<file path="src/rtl/envelope_follower_pkg.sv">
// Shared types and fixed-point helpers for the envelope follower.
package envelope_follower_pkg;

  localparam int unsigned AMPLITUDE_BITS = 16;

  typedef logic [AMPLITUDE_BITS-1:0] amplitude;

  // One-hot detector gate states.
  typedef enum logic [2:0] {
    StClosed = 3'b001,
    StOpen   = 3'b010,
    StHold   = 3'b100
  } gate_state_e;

  // Saturating absolute value of a sign-extended 'bits'-wide value: the most
  // negative code maps to the largest positive code instead of wrapping.
  function automatic logic signed [31:0] abs_sat(input logic signed [31:0] v,
                                                 input int unsigned bits);
    logic signed [31:0] max_pos;
    logic signed [31:0] mag;
    max_pos = (32'sd1 <<< (bits - 32'd1)) - 32'sd1;
    mag     = v[31] ? -v : v;
    return (mag > max_pos) ? max_pos : mag;
  endfunction

endpackage

</file>
<file path="src/rtl/envelope_follower_muls.sv">
// Full-precision signed multiplier: WIDTH x WIDTH -> 2*WIDTH.
module envelope_follower_muls #(
  parameter int unsigned WIDTH = 32
) (
  input  logic signed [WIDTH-1:0]   a,
  input  logic signed [WIDTH-1:0]   b,
  output logic signed [2*WIDTH-1:0] product
);

  localparam int unsigned Wide = 2 * WIDTH;

  assign product = Wide'(a) * Wide'(b);

endmodule

</file>
<file path="src/rtl/envelope_follower.sv">
// Envelope follower: rectify, one-pole attack/release smoothing, and a
// hysteretic held gate derived from the smoothed level.
module envelope_follower
  import envelope_follower_pkg::*;
#(
  parameter int unsigned TOTAL_BITS      = 32,
  parameter int unsigned FRACTIONAL_BITS = 16,
  parameter int unsigned SAMPLE_BITS     = 16,
  parameter int unsigned HOLD_BITS       = 16
) (
  input  logic                          clk,
  input  logic                          reset_n,
  input  logic                          sample_valid,
  input  logic signed [SAMPLE_BITS-1:0] sample,
  input  logic signed [TOTAL_BITS-1:0]  attack_coef,
  input  logic signed [TOTAL_BITS-1:0]  release_coef,
  input  amplitude                      threshold,
  input  amplitude                      hysteresis,
  input  logic [HOLD_BITS-1:0]          hold_samples,
  output amplitude                      level,
  output logic                          level_valid,
  output logic                          gate,
  output logic                          active
);

  localparam int unsigned Wide   = 2 * TOTAL_BITS;
  localparam int unsigned XShift = FRACTIONAL_BITS - (SAMPLE_BITS - 1);
  localparam logic signed [TOTAL_BITS-1:0] One =
      TOTAL_BITS'((64'sd1 <<< FRACTIONAL_BITS) - 64'sd1);

  logic signed [TOTAL_BITS-1:0] x_d, x_q, y_d, y_q, coef, diff;
  logic signed [Wide-1:0]       prod, y_sum;
  logic signed [31:0]           mag;
  logic                         v1_q, v2_q;
  gate_state_e                  state_d, state_q;
  logic [HOLD_BITS-1:0]         cnt_d, cnt_q;
  amplitude                     low;

  // Rectify and align the sample to the fixed-point grid.
  always_comb begin
    mag = abs_sat(32'(sample), SAMPLE_BITS);
    x_d = TOTAL_BITS'(mag) <<< XShift;
  end

  // Stage 1: capture the rectified sample.
  always_ff @(posedge clk or negedge reset_n) begin
    if (!reset_n) begin
      x_q  <= '0;
      v1_q <= 1'b0;
    end else begin
      v1_q <= sample_valid;
      if (sample_valid) x_q <= x_d;
    end
  end

  assign coef = (x_q > y_q) ? attack_coef : release_coef;
  assign diff = x_q - y_q;

  envelope_follower_muls #(
    .WIDTH (TOTAL_BITS)
  ) u_muls (
    .a       (diff),
    .b       (coef),
    .product (prod)
  );

  // One-pole update with clamping to the [0, one] envelope range.
  always_comb begin
    y_sum = Wide'(y_q) + (prod >>> FRACTIONAL_BITS);
    if (y_sum[Wide-1]) begin
      y_d = '0;
    end else if (y_sum > Wide'(One)) begin
      y_d = One;
    end else begin
      y_d = y_sum[TOTAL_BITS-1:0];
    end
  end

  // Stage 2: single-cycle level feedback register.
  always_ff @(posedge clk or negedge reset_n) begin
    if (!reset_n) begin
      y_q  <= '0;
      v2_q <= 1'b0;
    end else begin
      v2_q <= v1_q;
      if (v1_q) y_q <= y_d;
    end
  end

  assign level       = y_q[FRACTIONAL_BITS-1 -: AMPLITUDE_BITS];
  assign level_valid = v2_q;
  assign low         = (threshold > hysteresis) ? amplitude'(threshold - hysteresis) : '0;

  // Gate next-state: only advances on cycles that publish a new level.
  always_comb begin
    state_d = state_q;
    cnt_d   = cnt_q;
    if (level_valid) begin
      unique case (state_q)
        StClosed: begin
          if (level >= threshold) state_d = StOpen;
        end
        StOpen: begin
          if (level < low) begin
            if (hold_samples == '0) begin
              state_d = StClosed;
            end else begin
              state_d = StHold;
              cnt_d   = hold_samples;
            end
          end
        end
        StHold: begin
          if (level >= threshold) begin
            state_d = StOpen;
            cnt_d   = '0;
          end else if (cnt_q <= HOLD_BITS'(1)) begin
            state_d = StClosed;
            cnt_d   = '0;
          end else begin
            cnt_d = cnt_q - HOLD_BITS'(1);
          end
        end
        default: begin
          state_d = StClosed;
          cnt_d   = '0;
        end
      endcase
    end
  end

  // Gate state and hold counter registers.
  always_ff @(posedge clk or negedge reset_n) begin
    if (!reset_n) begin
      state_q <= StClosed;
      cnt_q   <= '0;
    end else begin
      state_q <= state_d;
      cnt_q   <= cnt_d;
    end
  end

  assign gate   = (state_q != StClosed);
  assign active = (level != '0) || (state_q != StClosed);

  // The smoothed level must never leave [0, one].
  assert property (@(posedge clk) disable iff (!reset_n) !y_q[TOTAL_BITS-1] && (y_q <= One));

endmodule

</file>
<file path="config.mk">
export PLATFORM = sky130hd
export DESIGN_NAME = envelope_follower
export DESIGN_NICKNAME = d
export VERILOG_FILES = /design/src/rtl/envelope_follower_pkg.sv /design/src/rtl/envelope_follower_muls.sv /design/src/rtl/envelope_follower.sv
export SDC_FILE = /design/constraint.sdc
export NUM_CORES = 2
export LEC_CHECK = 0
export BUFFER_PORTS_ARGS = -buffer_cell sky130_fd_sc_hd__buf_2
export CELL_PAD_IN_SITES_DETAIL_PLACEMENT = 1
export CELL_PAD_IN_SITES_GLOBAL_PLACEMENT = 1
export CORE_MARGIN = 5
export CORE_UTILIZATION = 52
export CTS_CLUSTER_DIAMETER = 60
export DETAILED_ROUTE_END_ITERATION = 8
export GPL_TIMING_DRIVEN = 0
export PLACE_DENSITY_LB_ADDON = 0.1
export SYNTH_ARGS = -nofsm -noshare
export SYNTH_HDL_FRONTEND = slang
export SYNTH_HIERARCHICAL = 1
export SYNTH_SLANG_ARGS = --single-unit
</file>
<file path="constraint.sdc">
create_clock -name clk -period 17.38 [get_ports clk]
set_input_delay 3.476 -clock clk [delete_from_list [all_inputs] [get_ports clk]]
set_output_delay 3.476 -clock clk [all_outputs]
set_load 0.01 [all_outputs]
</file>
==> impl_metrics.csv <==
group,metric,value,unit
placed_design,place_congestion,1.043,
floorplan,die_h,309.9,um
logic_synthesis,syn_area,46760,um2
finish,area_growth,5.627,%
clock_network,cts_tree,"done",
floorplan,dieArea,96030,um2
setup_path,crit_fanout,13,
global_routing,overflow,0,
logic_synthesis,avgSynthCellArea,8.970,um2
setup_path,worst-path-stages,48,
run_status,status,"complete, but fails checks",
hold_path,worstHoldPathType,"reg2reg",
run_status,violations,"capacitance limit, slew limit",
sta,finalSetupTns,0,ns
global_routing,grt_pass1_wl,266.3,mm
sta,report.final.slew_viol_count,6,
clock_network,clkTransAtPathRegs,0.07,ns
hold_path,hold_depth,0,
global_routing,grt_usage,37.38,%
sta,clock_skew,0.01174,ns
detailed_routing,first_pass_iters,8,
setup_path,r2r_start,"y_q[0]$_DFFE_PN0P_",
floorplan,core_area,89600,um2
sta,timing.fmax,59.45,MHz
clock_network,cts_sinks,84,
detailed_routing,ant_nets,0,
logic_synthesis,synth_cells,5213,
global_routing,antenna_found_initial,10,
sta,slew_headroom,-5.642,%
setup_path,critPathMaxStageDelay,0.83,ns
clock_network,postCtsHoldBufs,0,
detailed_routing,vias,38490,
clock_network,clk_latency,0.36,ns
detailed_routing,routedWlPerCell,27.06,um
sta,rsz0062_at_grt,"no",
logic_synthesis,yosysWarnings,6,
placed_design,dp.cells,6540,
finish,design_area,49390,um2
setup_path,cp-end-kind,"flop",
placed_design,numPortBuffers,149,
logic_synthesis,synthesis.nets,6743,
setup_path,crit_slowest_cell,"clkbuf_1",
setup_path,cp_common_cell,"fa_1",
setup_path,required,17.61,ns
detailed_routing,wl,177.5,mm
finish,drive_gt1_share,5.859,%
floorplan,rows,110,
setup_path,worst-path-buf-inv,9,
sta,min_period_over_period,96.78,%
clock_network,cts.path.max_buffers,2,
clock_network,cts_buffers,9,
setup_path,ff2ff_setup_slack,0.56,ns
setup_path,cp-start-kind,"flop",
setup_path,crit_family,"adder cells",
floorplan,start_util,52.19,%
setup_path,crit_path_start,"y_q[0]$_DFFE_PN0P_",
floorplan,dieWidth,309.9,um
clock_network,clockRootBuffer,"clkbuf_16",
setup_path,rr_endpoint,"y_q[10]$_DFFE_PN0P_",
floorplan,io_pins,150,
sta,period_needed,16.82,ns
finish,finalNonFillerCells,6559,
finish,nNetsFinal,6901,
hold_path,worstHoldStart,"v1_q$_DFF_PN0_",
run,drv_cap,1,
placed_design,dpl.hpwl,153.8,mm
setup_path,arrival,17.05,ns
detailed_routing,drc,0,
setup_path,reg2reg_depth,48,
sta,setup_viol,0,
clock_network,htreeDepth,3,
placed_design,placed_cell_area,49020,um2
sta,worst_pin_slew,1.585,ns
detailed_routing,vias_per_cell,5.868,
setup_path,worstSetupPathType,"reg2reg",
sta,final_hold_viol_count,0,
detailed_routing,first_iter_violations,2987,
finish,postLayoutCoreUtil,55.13,%
global_routing,grt_max_degree,71,
global_routing,grt_pass1_vias,42240,
hold_path,hold_path_end,"level_valid$_DFF_PN0_",
layout make-up:
cell class                      instances  area (um2)
Fill cell                           10700       40200
Multi-Input combinational cell       3807       39610
Inverter                             1046        3926
Sequential cell                        84        2105
Tap cell                             1176        1471
Buffer                                272        1137
Timing Repair Buffer                  151       783.3
Clock buffer                           10       229.0
Clock inverter                          6       111.4
Antenna cell                            7       17.52
worst max-delay path by stage:
| stage | endpoint | slack [ns] |
|---|---|---|
| 6_report | y_q[10]$_DFFE_PN0P_ | 0.56 |
| 5_1_grt | y_q[10]$_DFFE_PN0P_ | 0.01 |
| 4_1_cts | y_q[6]$_DFFE_PN0P_ | 0.23 |
| 3_5_place_dp | y_q[6]$_DFFE_PN0P_ | -0.03 |
| 3_3_place_gp | y_q[6]$_DFFE_PN0P_ | 0.28 |
| 2_1_floorplan | y_q[6]$_DFFE_PN0P_ | 3.95 |
routing by layer:
layer	share of wire [%]	routed length, um	global-route usage (%)
met5	0.037	66	0
met4	6.9	12170	19.46
met3	9.1	16190	8.827
met2	45	80570	59.51
met1	39	68470	48.01
state kept, by name (all words and copies together), names as in the netlist:
| register | count |
|---|---|
| y_q | 32 |
| v1_q | 1 |
| cnt_q | 16 |
| level_valid | 1 |
| x_q | 31 |
| state_q | 3 |
cell usage in the layout (no fill, tap or decap), types with 7 or more instances in the layout:
| cell type | n |
|---|---|
| o21ai_1 | 10 |
| buf_2 | 165 |
| buf_4 | 18 |
| inv_1 | 1045 |
| ha_1 | 314 |
| a21oi_1 | 199 |
| o211ai_1 | 16 |
| o21bai_1 | 19 |
| nand2_1 | 627 |
| o21a_1 | 15 |
| o21ai_0 | 118 |
| a21o_1 | 68 |
| a2111oi_0 | 7 |
| nand4_1 | 47 |
| nand3_1 | 35 |
| and3_1 | 14 |
| nor2_1 | 175 |
| nor4_1 | 17 |
| a31o_2 | 11 |
| a31oi_1 | 9 |
| a21oi_2 | 14 |
| nand2b_1 | 31 |
| a22oi_1 | 9 |
| and2_1 | 517 |
| nor2b_1 | 39 |
| dfrtp_1 | 82 |
| a211oi_1 | 17 |
| mux2_2 | 33 |
| o31ai_1 | 11 |
| clkbuf_1 | 227 |
| nor3_1 | 55 |
| fa_1 | 1085 |
| or3_1 | 7 |
| xnor2_1 | 84 |
| xor2_1 | 59 |
| diode_2 | 7 |
| clkbuf_16 | 9 |
per-stage QoR:
stage | worst slack, ns | hold slack [ns]
after floorplan | 3.952 | 0.3519
after global placement | 0.2754 | 0.3585
after detailed placement | -0.03231 | 0.3648
after CTS | 0.2298 | 0.3779
after global routing | 0.009944 | 0.4011
final | 0.5603 | 0.3751
what timing repair did:
action	in CTS	in global routing
resized for setup	1	12
endpoints found under the setup margin	11	16
gates cloned	0	0
buffers inserted	0	0
Power is not shown: default switching activity piles up to over one toggle a cycle in this logic, so the estimate is an artifact.
